==> config.mk <==
export PLATFORM = sky130hd
export DESIGN_NAME = rect_filler
export DESIGN_NICKNAME = d
export VERILOG_FILES = /design/src/rtl/rect_pkg.sv /design/src/rtl/rect_col_counter.sv /design/src/rtl/rect_filler.sv
export SDC_FILE = /design/constraint.sdc
export NUM_CORES = 1
export LEC_CHECK = 0
export ABC_AREA = 1
export CELL_PAD_IN_SITES_DETAIL_PLACEMENT = 0
export CELL_PAD_IN_SITES_GLOBAL_PLACEMENT = 1
export CORE_MARGIN = 1
export CORE_UTILIZATION = 34
export CTS_CLUSTER_SIZE = 12
export DETAILED_ROUTE_END_ITERATION = 16
export PLACE_DENSITY = 0.86
export SETUP_SLACK_MARGIN = 0.15
export SLEW_MARGIN = 20
export SYNTH_ARGS = -nofsm -noshare
export SYNTH_HDL_FRONTEND = slang
export SYNTH_HIERARCHICAL = 1
export SYNTH_SLANG_ARGS = --single-unit
export TNS_END_PERCENT = 5
==> constraint.sdc <==
create_clock -name clk -period 3.8 [get_ports clk]
set_input_delay 0.38 -clock clk [delete_from_list [all_inputs] [get_ports clk]]
set_output_delay 0.38 -clock clk [all_outputs]
set_load 0.01 [all_outputs]
==> src/rtl/rect_pkg.sv <==
// Shared state encoding and coordinate widths for the rectangle filler.
package rect_pkg;

  localparam int unsigned X_W = 9;
  localparam int unsigned Y_W = 8;

  typedef enum logic [1:0] {
    IDLE  = 2'd0,
    ISSUE = 2'd1,
    GAP   = 2'd2,
    FIN   = 2'd3
  } state_t;

endpackage

==> src/rtl/rect_col_counter.sv <==
// Column index for the current fill, plus the last-column / right-edge clip test.
module rect_col_counter
  import rect_pkg::*;
#(
  parameter int unsigned X_LIMIT = 320
) (
  input  logic           clk,
  input  logic           reset,
  input  logic           clear,
  input  logic           inc,
  input  logic [X_W-1:0] x_base,
  input  logic [X_W-1:0] width_l,
  output logic [X_W-1:0] line_x,
  output logic           last
);

  localparam logic [X_W:0]   XLIM   = (X_W + 1)'(X_LIMIT);
  localparam logic [X_W-1:0] ONE    = X_W'(1);
  localparam logic [X_W:0]   ONE_WD = (X_W + 1)'(1);

  logic [X_W-1:0] col;
  logic [X_W:0]   x_abs;

  always_ff @(posedge clk) begin
    if (!reset) begin
      col <= '0;
    end else if (clear) begin
      col <= '0;
    end else if (inc) begin
      col <= col + ONE;
    end
  end

  // Sum kept at 10 bits so the clip compare cannot wrap near x=511.
  always_comb begin
    x_abs  = {1'b0, x_base} + {1'b0, col};
    line_x = x_abs[X_W-1:0];
    last   = (col == (width_l - ONE)) || ((x_abs + ONE_WD) >= XLIM);
  end

endmodule

==> src/rtl/rect_filler.sv <==
// Fills a rectangle by issuing one vertical-line command per column.
// Optional line watchdog and timeout_err port enabled by RECT_TIMEOUT_EN.
module rect_filler
  import rect_pkg::*;
#(
  parameter int unsigned X_LIMIT        = 320,
  parameter int unsigned TIMEOUT_CYCLES = 1023
) (
  input  logic           clk,
  input  logic           reset,
  input  logic           go,
  input  logic [X_W-1:0] x0,
  input  logic [Y_W-1:0] y0,
  input  logic [X_W-1:0] width,
  input  logic [Y_W-1:0] height,
  input  logic           line_done,
  output logic           line_start,
  output logic [X_W-1:0] line_x,
  output logic [Y_W-1:0] line_y,
  output logic [Y_W-1:0] line_height,
  output logic           busy,
  output logic           finished
`ifdef RECT_TIMEOUT_EN
  ,
  output logic           timeout_err
`endif
);

  localparam logic [X_W:0] XLIM = (X_W + 1)'(X_LIMIT);

  if (X_LIMIT < 1 || X_LIMIT > 512) begin : g_bad_xlimit
    $error("X_LIMIT must be in 1..512");
  end
  if (TIMEOUT_CYCLES < 1) begin : g_bad_timeout
    $error("TIMEOUT_CYCLES must be at least 1");
  end

  state_t         state_q, state_d;
  logic [X_W-1:0] x_base, width_l;
  logic           accept, empty, last, col_inc, wd_expired;

  always_ff @(posedge clk) begin
    if (!reset) begin
      state_q     <= IDLE;
      x_base      <= '0;
      width_l     <= '0;
      line_y      <= '0;
      line_height <= '0;
    end else begin
      state_q <= state_d;
      if (accept) begin
        x_base      <= x0;
        width_l     <= width;
        line_y      <= y0;
        line_height <= height;
      end
    end
  end

  always_comb begin
    accept  = (state_q == IDLE) && go;
    empty   = (width == '0) || ({1'b0, x0} >= XLIM);
    col_inc = 1'b0;
    state_d = state_q;
    unique case (state_q)
      IDLE:  if (go) state_d = empty ? FIN : ISSUE;
      ISSUE: begin
        if (line_done) begin
          if (last) begin
            state_d = FIN;
          end else begin
            state_d = GAP;
            col_inc = 1'b1;
          end
        end else if (wd_expired) begin
          state_d = FIN;
        end
      end
      GAP:     state_d = ISSUE;
      FIN:     if (!go) state_d = IDLE;
      default: state_d = IDLE;
    endcase
  end

  always_comb begin
    line_start = (state_q == ISSUE);
    busy       = (state_q == ISSUE) || (state_q == GAP);
    finished   = (state_q == FIN);
  end

  rect_col_counter #(
    .X_LIMIT(X_LIMIT)
  ) u_col (
    .clk    (clk),
    .reset  (reset),
    .clear  (accept),
    .inc    (col_inc),
    .x_base (x_base),
    .width_l(width_l),
    .line_x (line_x),
    .last   (last)
  );

`ifdef RECT_TIMEOUT_EN
  localparam int unsigned WD_W =
    ($clog2(TIMEOUT_CYCLES + 1) > 10) ? $clog2(TIMEOUT_CYCLES + 1) : 10;
  localparam logic [WD_W-1:0] WD_LAST = WD_W'(TIMEOUT_CYCLES - 1);
  localparam logic [WD_W-1:0] WD_ONE  = WD_W'(1);

  logic [WD_W-1:0] wd;

  // Held at zero outside ISSUE, so every line starts with a fresh count.
  always_ff @(posedge clk) begin
    if (!reset) begin
      wd          <= '0;
      timeout_err <= 1'b0;
    end else begin
      if (state_q != ISSUE) wd <= '0;
      else                  wd <= wd + WD_ONE;
      if (accept) begin
        timeout_err <= 1'b0;
      end else if ((state_q == ISSUE) && !line_done && wd_expired) begin
        timeout_err <= 1'b1;
      end
    end
  end

  assign wd_expired = (wd == WD_LAST);
`else
  assign wd_expired = 1'b0;
`endif

endmodule

# Yosys cells after proc, flatten, opt, wreduce, memory -nomap -nowiden
# Index checks and enable logic that the tools add are counted.
# word_totals
register_bits,45
output_inout_bits,28
elab_cells,37
# classes
add_sub_neg,4
n_lt_le_gt_ge,2
eq_ne,7
muxes,9
bitwise_logic,1
reduce_logical,8
# op_table
operator,count
"adder 10 x 1 -> 10 bit, second input constant",1
adder 9 x 9 -> 10 bit,1
">= comparator 10 x 9 -> 1 bit, second input constant",1
"adder 9 x 1 -> 9 bit, second input constant",1
== test 9 bit,1
">= comparator 9 bit, second input constant",1
logical NOT 9 bit,1
"subtractor 9 x 1 -> 9 bit, second input constant",1
two-way mux 2 bit,4
one-hot mux 2 bit (4 select lines),1
"inequality test 2 bit, second input constant",3
"== test 2 bit, second input constant",2
two-way mux 1 bit,4
logical OR 1 bit,3
AND reduction 3 bit,1
"== test 2 x 1 -> 1 bit, second input constant",1
logical NOT 2 bit,1
OR reduction 2 bit,1
logical AND 1 bit,1
NOT 1 bit,1

# Longest topological paths before layout
# Gate-level depths: netlist (run 1).
# logic_depth
depth_word,7
mapped_depth,24
mapped_depth_nobuf,24

# Hierarchy
# Netlist (run 1), hierarchy kept.
# by_module_without_submodules
mod,instances,cells_each,area_per_inst_um2,seq_area_each_um2
rect_filler,1,184,1428.9,720.7
rect_col_counter,1,208,1227.4,180.2

# Least setup slack after synthesis (run 1)
# No wires, ideal clock.
# synth_timing
kind,reg-to-reg
startpoint,register u_col.col[0]
endpoint,register u_col.col[7]
setup_ps,114
arrival_ps,2869
required_time_ps,3686
slack_ps,817
stages_incl_launch_ff,22
path_buffers,0
synth_period_minus_slack_ps,2983
path_cell_list,dfxtp_1 ha_1 fa_1 nand2_1 nor2_1 nand3_1 nor2_2 nand2_1 nor2_1 nand2_1 nand2_1 nand3_1 nor3_1 nand2_1 inv_1 nand3_2 nor2_2 nand2_1 nor2_2 nand2_1 xor2_1 nor2_1
# synth_between
elab_chain_cells,7
elab_cells_between_ends,9
cone_classes,3 x add/sub; 1 x order compare; 1 x eq/ne; 3 x mux; 1 x reduce/logical
# synth_rtl
element,line,rtl
"start, declared",rect_col_counter.sv:21,logic [X_W-1:0] col;
"start signal, assigned",rect_col_counter.sv:30,col <= col + ONE;
adder 9 x 9 -> 10 bit,rect_col_counter.sv:36,"x_abs = {1'b0, x_base} + {1'b0, col};"
via line_x[1],rect_filler.sv:18,"output logic [X_W-1:0] line_x,"
adder 10 x 1 -> 10 bit,rect_col_counter.sv:38,last = (col == (width_l - ONE)) || ((x_abs + ONE_WD) >= XLIM);
>= comparator 10 x 9 -> 1 bit,rect_col_counter.sv:38,
logical OR 1 bit,rect_col_counter.sv:38,
via last,rect_filler.sv:40,"logic accept, empty, last, col_inc, wd_expired;"
two-way mux 1 bit,rect_filler.sv:69,if (last) begin
two-way mux 1 bit,rect_filler.sv:68,if (line_done) begin
two-way mux 1 bit,rect_filler.sv:65,unique case (state_q)
via col_inc,rect_filler.sv:40,
# The timed path passes the listed nets, and every way through them passes these cells.
# A chain may end at the register's enable or synchronous reset.

# Worst setup path in the final report (run 1)
# layout_timing
startpoint,register u_col.col[0]
endpoint,register u_col.col[7]
# layout_between
elab_chain_cells,7
elab_cells_between_ends,9
cone_classes,3 x add/sub; 1 x order compare; 1 x eq/ne; 3 x mux; 1 x reduce/logical
# layout_rtl
element,line
adder 9 x 9 -> 10 bit,rect_col_counter.sv:36
adder 10 x 1 -> 10 bit,rect_col_counter.sv:38
>= comparator 10 x 9 -> 1 bit,rect_col_counter.sv:38
logical OR 1 bit (*),rect_col_counter.sv:38
via last,rect_filler.sv:40
two-way mux 1 bit (*),rect_filler.sv:69
two-way mux 1 bit (*),rect_filler.sv:68
two-way mux 1 bit (*),rect_filler.sv:65
via col_inc,rect_filler.sv:40
# The timed path passes the listed nets; every way through them passes the cells marked *.

==> PnR_summary.wiki, run 1 <==
{| class="wikitable"
! Metric !! Value
|-
| Net switching fraction of the power || just over 40%
|-
| Area of the placeable core || 7410 sq um
|-
| Number of optimization iterations in the first detailed-route pass || 4
|-
| Cell Area, Synth || approximately 2700 sq um
|-
| Critical setup path kind || reg -> reg
|-
| Initial standard-cell utilization of the core || 35.9%
|-
| RSZ-0062 raised after global routing || no
|-
| Min cycle time layout || between 3000 and 4000 ps
|-
| Floorplan row count || 31
|-
| HPWL after DPL || roughly 5000 um
|-
| Arrival @ worst endpoint || 3380 ps
|-
| Yosys top cell area share || between 30% and 40%
|-
| CP Capture Point || u_col/col[7]$_SDFFE_PP0P_
|-
| Number of global-route vias before repair || 2440
|-
| VDD IR-drop max || approximately 0.34 mV
|-
| Max-cap violations || 0
|-
| Slew at the pin closest to its max-slew limit || between 600 and 700 ps
|-
| Slowest cell on the critical path || fa_1
|-
| Width of the die || 90.4 um
|-
| Sequential element share of the synthesized area || about a third
|-
| Placement Cell Area || between 3000 and 4000 sq um
|-
| DRC violation count after routing || 0
|-
| Required arrival time at the worst endpoint || about 4000 ps
|-
| Root buffer cell || clkbuf_8
|-
| Clk sinks || 45
|-
| Highest clock rate || 0.314 GHz
|-
| Number of antenna repair diodes || 0
|-
| Leakage Power || ~1.6 nW
|-
| Die area || between 8000 and 9000 sq um
|-
| Worst rel slew slack || 59.8%
|-
| FF+latch count, synth || 45
|-
| Antenna Violating Nets Remaining || 0
|-
| Final standard cell area without fillers || about 3500 sq um
|-
| Final period utilization || between 80% and 90%
|-
| Combined area of the multi-input logic cells || ~1500 sq um
|-
| IO buf count || between 60 and 70
|-
| Number of instances in the synthesized netlist || roughly 390
|-
| Clock latency reported for the late side of the worst-skew pair || ~300 ps
|-
| H-Tree Level Count || 2
|-
| Total nets after synthesis || around 450
|-
| Worst Clk Skew || around 9.0 ps
|-
| Capture point of the worst reg-to-reg path || u_col/col[7]$_SDFFE_PP0P_
|-
| Average wire length per cell after detail routing || 11.7 um
|-
| Worst flop-to-flop path startpoint || u_col/col[0]$_SDFFE_PP0P_
|-
| Most common library cell in the layout ignoring fill and taps || nor2_1
|-
| Critical path peak fanout || 6
|-
| Share of total power in sequential cells || 35.1%
|-
| Internal Dissipation || between 1 and 1.5 mW
|-
| Mean instance size in the synthesized netlist || just under 7 sq um
|-
| Accumulated negative setup slack || 0 ps
|-
| Count of buffering cells on the critical path with inverters included || 1
|-
| Critical Path End Type || register
|-
| Count of synthesis-stage warnings from yosys || 6
|-
| Run status || complete, no violations
|-
| Top delay family on crit path || simple AND/OR/NAND/NOR gates
|-
| Total power divided by cell area || 555 nW/um^2
|-
| Biggest cell delay along the critical path || 410 ps
|-
| GR Util All Layers || 16.4%
|-
| DRT iter0 DRCs || 129
|-
| Crit. path cell count || 22
|-
| Source of the critical timing path || u_col/col[0]$_SDFFE_PP0P_
|-
| Routed via count divided by cell count || approximately 4.7
|-
| Clock input transition at the sequential cells of the worst setup and hold paths || around 90 ps
|-
| Number of distinct library cells after synthesis || 31
|-
| Highest-count cells in the layout ignoring fill and taps || nor2_1 (93), nand2_1 (67), clkdlybuf4s50_1 (65)
|-
| Sequential cell area in the final layout || about 900 sq um
|-
| Number of nets in the layout || a little over 500
|-
| Count of endpoints failing setup in the final report || 0
|-
| Count of final hold-check violations || 0
|-
| Fill count || ~770
|-
| Biggest area contributors in the synthesized netlist || dfxtp_1 (34%), nor2_1 (13%), nand2_1 (9.5%), o21ai_0 (7.5%), ha_1 (7.1%)
|-
| Number of buffers inserted during clock tree synthesis || 5
|-
| DIE HEIGHT || between 90 and 100 um
|-
| Cell accounting for the most synthesized area || dfxtp_1
|-
| Reg2Reg Depth || 22
|-
| Part of the power in the clock network || 15.9%
|-
| Max Buffers Root-to-Sink || 2
|-
| Hold-fix buffers, CTS || 0
|-
| Last weighted congestion value of the routability-driven placer || approximately 0.83
|-
| Worst min path class || reg -> reg
|-
| Vias post-DR || around 2.6k
|-
| Combinational cell fraction of total power || between 40% and 50%
|-
| Area Overhead vs Synth || 30.3%
|-
| CP Cell Sequence || ha_1 > fa_1 > nand2_1 > nand2_2 > nand3_1 > nand3_1 > nor2_2 > nand2_1 > nor2_1 > nand2_1 > nand2_1 > nand3_1 > nor3_2 > nand2_1 > inv_1 > nand3_2 > nor2_2 > nand2_1 > nor2_2 > nand2_1 > xor2_1 > nor2_1
|-
| Setup slack of the worst register-to-register path || a little over 600 ps
|-
| Final Routed Wirelength || around 6500 um
|-
| Antenna violations before repair || 0
|-
| Critical Path Start Type || register
|-
| Clock tree from TritonCTS || built
|-
| I/O pin count || 66
|-
| Fraction of final layout cells sized beyond drive strength 1 || 6.14%
|-
| Maximum number of pins on one net before global-route repair || 38
|-
| Total congestion overflow after global routing || 0
|-
| Switching power total || roughly 0.77 mW
|-
| Global-route wire length before repair || 11000 um
|-
| Final slew viol count || 0
|-
| Most frequent cell on the critical path || nand2_1
|}
-- metrics by stage --
step / setup WS, ps / instances / utilization (%) / hold WS (ps) / power [mW]
floorplan: 817 / 392 / - / 460 / 1.31
global placement: 663 / 547 / 45.4 / 461 / 1.62
detailed placement: 492 / 547 / 45.4 / 476 / 1.63
CTS: 472 / 555 / 46.6 / 493 / 1.94
global route: 185 / 555 / 46.7 / 515 / 2.09
finish: 618 / 555 / 46.7 / 492 / 1.92
-- power by group through the flow --
stage	logic, mW	clock network [mW]	registers, mW
floorplan	0.618	0	0.690
global placement	0.935	0	0.684
detailed placement	0.947	0	0.686
CTS	0.952	0.313	0.677
global route	1.06	0.336	0.693
finish	0.941	0.305	0.675
-- repair_timing --
action / in CTS / in global routing
setup endpoints to repair: 0 / 3
gates resized for setup: 0 / 1
buffers inserted: 0 / 0
-- kinds of logic after synthesis --
logic type / synth area share, %
xor gates and xnor gates: 4.47
and+or+nand+nor: 31.9
adders and majority gates: 7.82
AOI/OAI and AO/OA: 12.6
buffers and inverters: 9.28
DFF: 33.9
-- final cells by class --
type	count	area share [%]
sequential	45	26.0
timing repair buffer	66	19.0
clock buffer	5	1.99
inverter	45	5.03
clock inverter	3	0.615
tap	99	3.58
multi-input combinational	292	43.7
-- registers in the layout, indices dropped and copies added, names as in the netlist --
register     cells
state_q          2
line_y           8
u_col/col        9
x_base           9
width_l          9
line_height      8
-- how the worst min path moves through the flow --
stage                                   to  depth (start not counted)                         from  slack (ps)
2_1_floorplan       x_base[6]$_SDFFE_PN0P_                          2       x_base[6]$_SDFFE_PN0P_         460
3_3_place_gp        line_y[7]$_SDFFE_PN0P_                          2       line_y[7]$_SDFFE_PN0P_         460
3_5_place_dp   line_height[3]$_SDFFE_PN0P_                          2  line_height[3]$_SDFFE_PN0P_         480
4_1_cts        line_height[3]$_SDFFE_PN0P_                          2  line_height[3]$_SDFFE_PN0P_         490
5_1_grt        line_height[1]$_SDFFE_PN0P_                          2  line_height[1]$_SDFFE_PN0P_         510
6_report            line_y[3]$_SDFFE_PN0P_                          2       line_y[3]$_SDFFE_PN0P_         490
-- cells in the mapped netlist --
master and n:
o21bai_2 1, inv_2 1, nand3_1 22, fa_1 1, ha_1 15, dfxtp_1 45, nand2_2 5, o21ai_0 40
nor3_1 4, a21oi_1 14, a21o_1 1, nand3b_1 1, xor2_1 6, nand4_1 2, nor2_1 93, nor2_2 3
xnor2_1 5, buf_8 1, buf_6 2, buf_2 3, and2_1 1, nor3_2 1, o21ai_1 1, xnor3_1 1
clkbuf_2 4, inv_1 43, a21oi_2 3, nand3_2 3, o21bai_1 2, inv_6 1, nand2_1 67
-- worst register-to-register path: stages (launching register included) --
cell,delay (ps)
dfxtp_1,370
ha_1,240
fa_1,410
nand2_1,120
nand2_2,90
nand3_1,90
nand3_1,90
nor2_2,110
nand2_1,80
nor2_1,80
nand2_1,50
nand2_1,60
nand3_1,110
nor3_2,350
nand2_1,90
inv_1,90
nand3_2,90
nor2_2,120
nand2_1,70
nor2_2,100
nand2_1,70
xor2_1,140
nor2_1,50
-- per-layer routing --
layer / global-route usage [%] / vias to the layer above / wire length (um)
met5: 0 / - / 0
met3: 3.62 / 6 / 412
met4: 4.30 / 0 / 61
met1: 20.5 / 1144 / 2920
met2: 28.3 / 70 / 3110
li1: - / 1368 / -
Power figures use the tool's default switching activity.
==> inputs of run 2 (changes only) <==
==> constraint.sdc (replaced) <==
create_clock -name clk -period 3.1 [get_ports clk]
set_input_delay 0.31 -clock clk [delete_from_list [all_inputs] [get_ports clk]]
set_output_delay 0.31 -clock clk [all_outputs]
set_load 0.01 [all_outputs]
==> run 2 against run 1 <==
  * Clock skew is 3.7 ps higher
  * Setup slack worse by 390 ps
  * Critical endpoint unchanged
  * Via count is 0.54% higher
==> PnR_summary.wiki, run 2 (same netlist as run 1, synthesis figures left out) <==
{| class="wikitable"
! Metric !! Value
|-
| Worst path setup slack after routing || 227 ps (was 618 ps)
|-
| Area Overhead vs Synth || 34.0% (was 30.3%)
|-
| Number of nets in the layout || 515 (was 509)
|-
| Width of the die || 90.4 um (unchanged)
|-
| Source of the critical timing path || x_base[0]$_SDFFE_PN0P_ (was u_col/col[0]$_SDFFE_PP0P_)
|-
| Worst flop-to-flop path startpoint || x_base[0]$_SDFFE_PN0P_ (was u_col/col[0]$_SDFFE_PP0P_)
|-
| Clock latency reported for the late side of the worst-skew pair || 310 ps (was 300 ps)
|-
| Critical setup path kind || reg -> reg (unchanged)
|-
| Largest registers in the final layout || u_col/col (9), width_l (9), x_base (9) (unchanged)
|-
| HPWL after DPL || 4980 um (was 5010 um)
|-
| Most common library cell in the layout ignoring fill and taps || nor2_1 (unchanged)
|-
| Last weighted congestion value of the routability-driven placer || 0.798 (was 0.826)
|-
| Share of total power in sequential cells || 34.2% (was 35.1%)
|-
| Fraction of final layout cells sized beyond drive strength 1 || 9.09% (was 6.14%)
|-
| Max Buffers Root-to-Sink || 2 (unchanged)
|-
| CP Capture Point || u_col/col[7]$_SDFFE_PP0P_ (unchanged)
|-
| Number of cells traversed by the worst hold path || 2 (unchanged)
|-
| Total chip power || 2.42 mW (was 1.92 mW)
|-
| I/O pin count || 66 (unchanged)
|-
| Number of buffers inserted during clock tree synthesis || 5 (unchanged)
|-
| Root buffer cell || clkbuf_8 (unchanged)
|-
| Net switching fraction of the power || 40.7% (was 40.3%)
|-
| Part of the power in the clock network || 16.8% (was 15.9%)
|-
| Slew at the pin closest to its max-slew limit || 499 ps (was 601 ps)
|-
| DIE HEIGHT || 90.4 um (unchanged)
|-
| Area of the placeable core || 7410 sq um (unchanged)
|-
| VDD IR-drop max || 0.490 mV (was 0.337 mV)
|-
| Met3 wire length || 332 um (was 412 um)
|-
| DRC violation count after routing || 0 (unchanged)
|-
| Worst rel slew slack || 66.6% (was 59.8%)
|-
| Highest Signal Layer || met4 (unchanged)
|-
| Critical Path End Type || register (unchanged)
|-
| Number of optimization iterations in the first detailed-route pass || 4 (unchanged)
|-
| Count of endpoints failing setup in the final report || 0 (unchanged)
|-
| Final slew viol count || 0 (unchanged)
|-
| Arrival @ worst endpoint || 3120 ps (was 3380 ps)
|-
| Routed via count divided by cell count || 4.64 (was 4.66)
|-
| Total congestion overflow after global routing || 0 (unchanged)
|-
| Clock tree from TritonCTS || built (unchanged)
|-
| Worst Clk Skew || 12.8 ps (was 9.03 ps)
|-
| Reg2Reg Depth || 21 (was 22)
|-
| GR Util All Layers || 16.8% (was 16.4%)
|-
| Die area || 8170 sq um (unchanged)
|-
| Accumulated negative setup slack || 0 ps (unchanged)
|-
| Highest clock rate || 0.348 GHz (was 0.314 GHz)
|-
| Initial standard-cell utilization of the core || 35.9% (unchanged)
|-
| Critical Path Start Type || register (unchanged)
|-
| DRT iter0 DRCs || 68 (was 129)
|-
| H-Tree Level Count || 2 (unchanged)
|-
| Worst Setup Slack post-DPL || 142 ps (was 492 ps)
|-
| Antenna violations before repair || 0 (unchanged)
|-
| Max-cap violations || 0 (unchanged)
|-
| Capture point of the worst reg-to-reg path || u_col/col[7]$_SDFFE_PP0P_ (unchanged)
|-
| Average wire length per cell after detail routing || 11.5 um (was 11.7 um)
|-
| RSZ-0062 raised after global routing || yes (was no)
|-
| Internal Dissipation || 1.44 mW (was 1.15 mW)
|-
| Floorplan row count || 31 (unchanged)
|-
| IO buf count || 65 (unchanged)
|-
| Switching power total || 0.986 mW (was 0.775 mW)
|-
| Final period utilization || 92.7% (was 83.7%)
|-
| Clk sinks || 45 (unchanged)
|-
| Antenna Violating Nets Remaining || 0 (unchanged)
|-
| Global-route wire length before repair || 11400 um (was 11000 um)
|-
| Number of antenna repair diodes || 0 (unchanged)
|-
| Required arrival time at the worst endpoint || 3350 ps (was 4000 ps)
|-
| Leakage Power || 1.61 nW (was 1.57 nW)
|-
| Total power divided by cell area || 681 nW/um^2 (was 555 nW/um^2)
|-
| Setup slack of the worst register-to-register path || 230 ps (was 620 ps)
|-
| Final Routed Wirelength || 6470 um (was 6500 um)
|-
| Vias post-DR || 2602 (was 2588)
|-
| Highest-count cells in the layout ignoring fill and taps || nor2_1 (93), nand2_1 (66), clkdlybuf4s50_1 (65) (was nor2_1 (93), nand2_1 (67), clkdlybuf4s50_1 (65))
|-
| Min cycle time layout || 2870 ps (was 3180 ps)
|-
| Maximum number of pins on one net before global-route repair || 38 (unchanged)
|-
| Final standard cell area without fillers || 3560 sq um (was 3460 sq um)
|-
| Combinational cell fraction of total power || 49.0% (about the same)
|-
| Fill count || 734 (was 766)
|-
| Worst min path class || reg -> reg (unchanged)
|-
| Clock input transition at the sequential cells of the worst setup and hold paths || 100 ps (was 90 ps)
|-
| Count of final hold-check violations || 0 (unchanged)
|-
| Critical path peak fanout || 3 (was 6)
|-
| Run status || complete, no violations (unchanged)
|-
| Placement Cell Area || 3400 sq um (was 3370 sq um)
|-
| Routed length on met2 || 3000 um (was 3110 um)
|-
| Number of global-route vias before repair || 2528 (was 2440)
|-
| Routed met1 length || 3080 um (was 2920 um)
|}
run 2: worst min-delay path by stage:
stage | from | to | slack (ps)
finish | line_y[3]$_SDFFE_PN0P_ | line_y[3]$_SDFFE_PN0P_ | 490
CTS | line_y[3]$_SDFFE_PN0P_ | line_y[3]$_SDFFE_PN0P_ | 490
global route | line_height[5]$_SDFFE_PN0P_ | line_height[5]$_SDFFE_PN0P_ | 520
floorplan | reset | line_y[5]$_SDFFE_PN0P_ | 450
global placement | line_y[7]$_SDFFE_PN0P_ | line_y[7]$_SDFFE_PN0P_ | 460
detailed placement | line_y[3]$_SDFFE_PN0P_ | line_y[3]$_SDFFE_PN0P_ | 480
run 2: power groups by stage:
stage | clock network, mW | logic, mW | registers [mW]
CTS | 0.419 | 1.19 | 0.826
floorplan | 0 | 0.760 | 0.846
finish | 0.407 | 1.19 | 0.830
detailed placement | 0 | 1.18 | 0.839
global placement | 0 | 1.17 | 0.833
global route | 0.437 | 1.35 | 0.850
run 2: cell type report:
type,instances,area (sq um),area share (%)
Tap cell,99,124,3.48
Sequential cell,45,905,25.4
Multi-Input combinational cell,292,1560,43.7
Inverter,45,174,4.89
Clock inverter,3,28.8,0.809
Timing Repair Buffer,72,703,19.8
Clock buffer,5,68.8,1.93
run 2: critical path, stage by stage, from the launching register on:
cell and delay [ps]:
dfxtp_2 350, ha_4 160, fa_2 530, nand2_1 50, nor2_1 90, nand3_1 90
nor2_2 120, nand2_1 80, nor2_1 100, nand2_1 60, nand2_1 80, nand3_2 100
nor3_4 200, nand2_1 90, inv_2 80, nand3_4 80, nor2_4 130, nand2_2 50
nor2_2 90, nand2_1 70, xor2_1 140, nor2_1 80
run 2: repair_timing:
action,in CTS,in global routing
hold buffers,0,0
pin swaps,1,9
setup buffers,0,2
endpoints found under the setup margin,1,5
resized for setup,0,13
run 2: layer usage:
metal / track usage, % / up-vias
met5: 0 / -
met1: 21.0 / 1157
met3: 3.70 / 5
li1: - / 1386
met2: 29.0 / 54
met4: 4.44 / 0
run 2: through the flow:
stage               std cells  utilization, %  hold slack [ps]
finish                    561            48.0              492
floorplan                 392               -              446
detailed placement        551            45.9              477
CTS                       559            47.2              493
global route              561            48.0              518
global placement          551            45.9              463
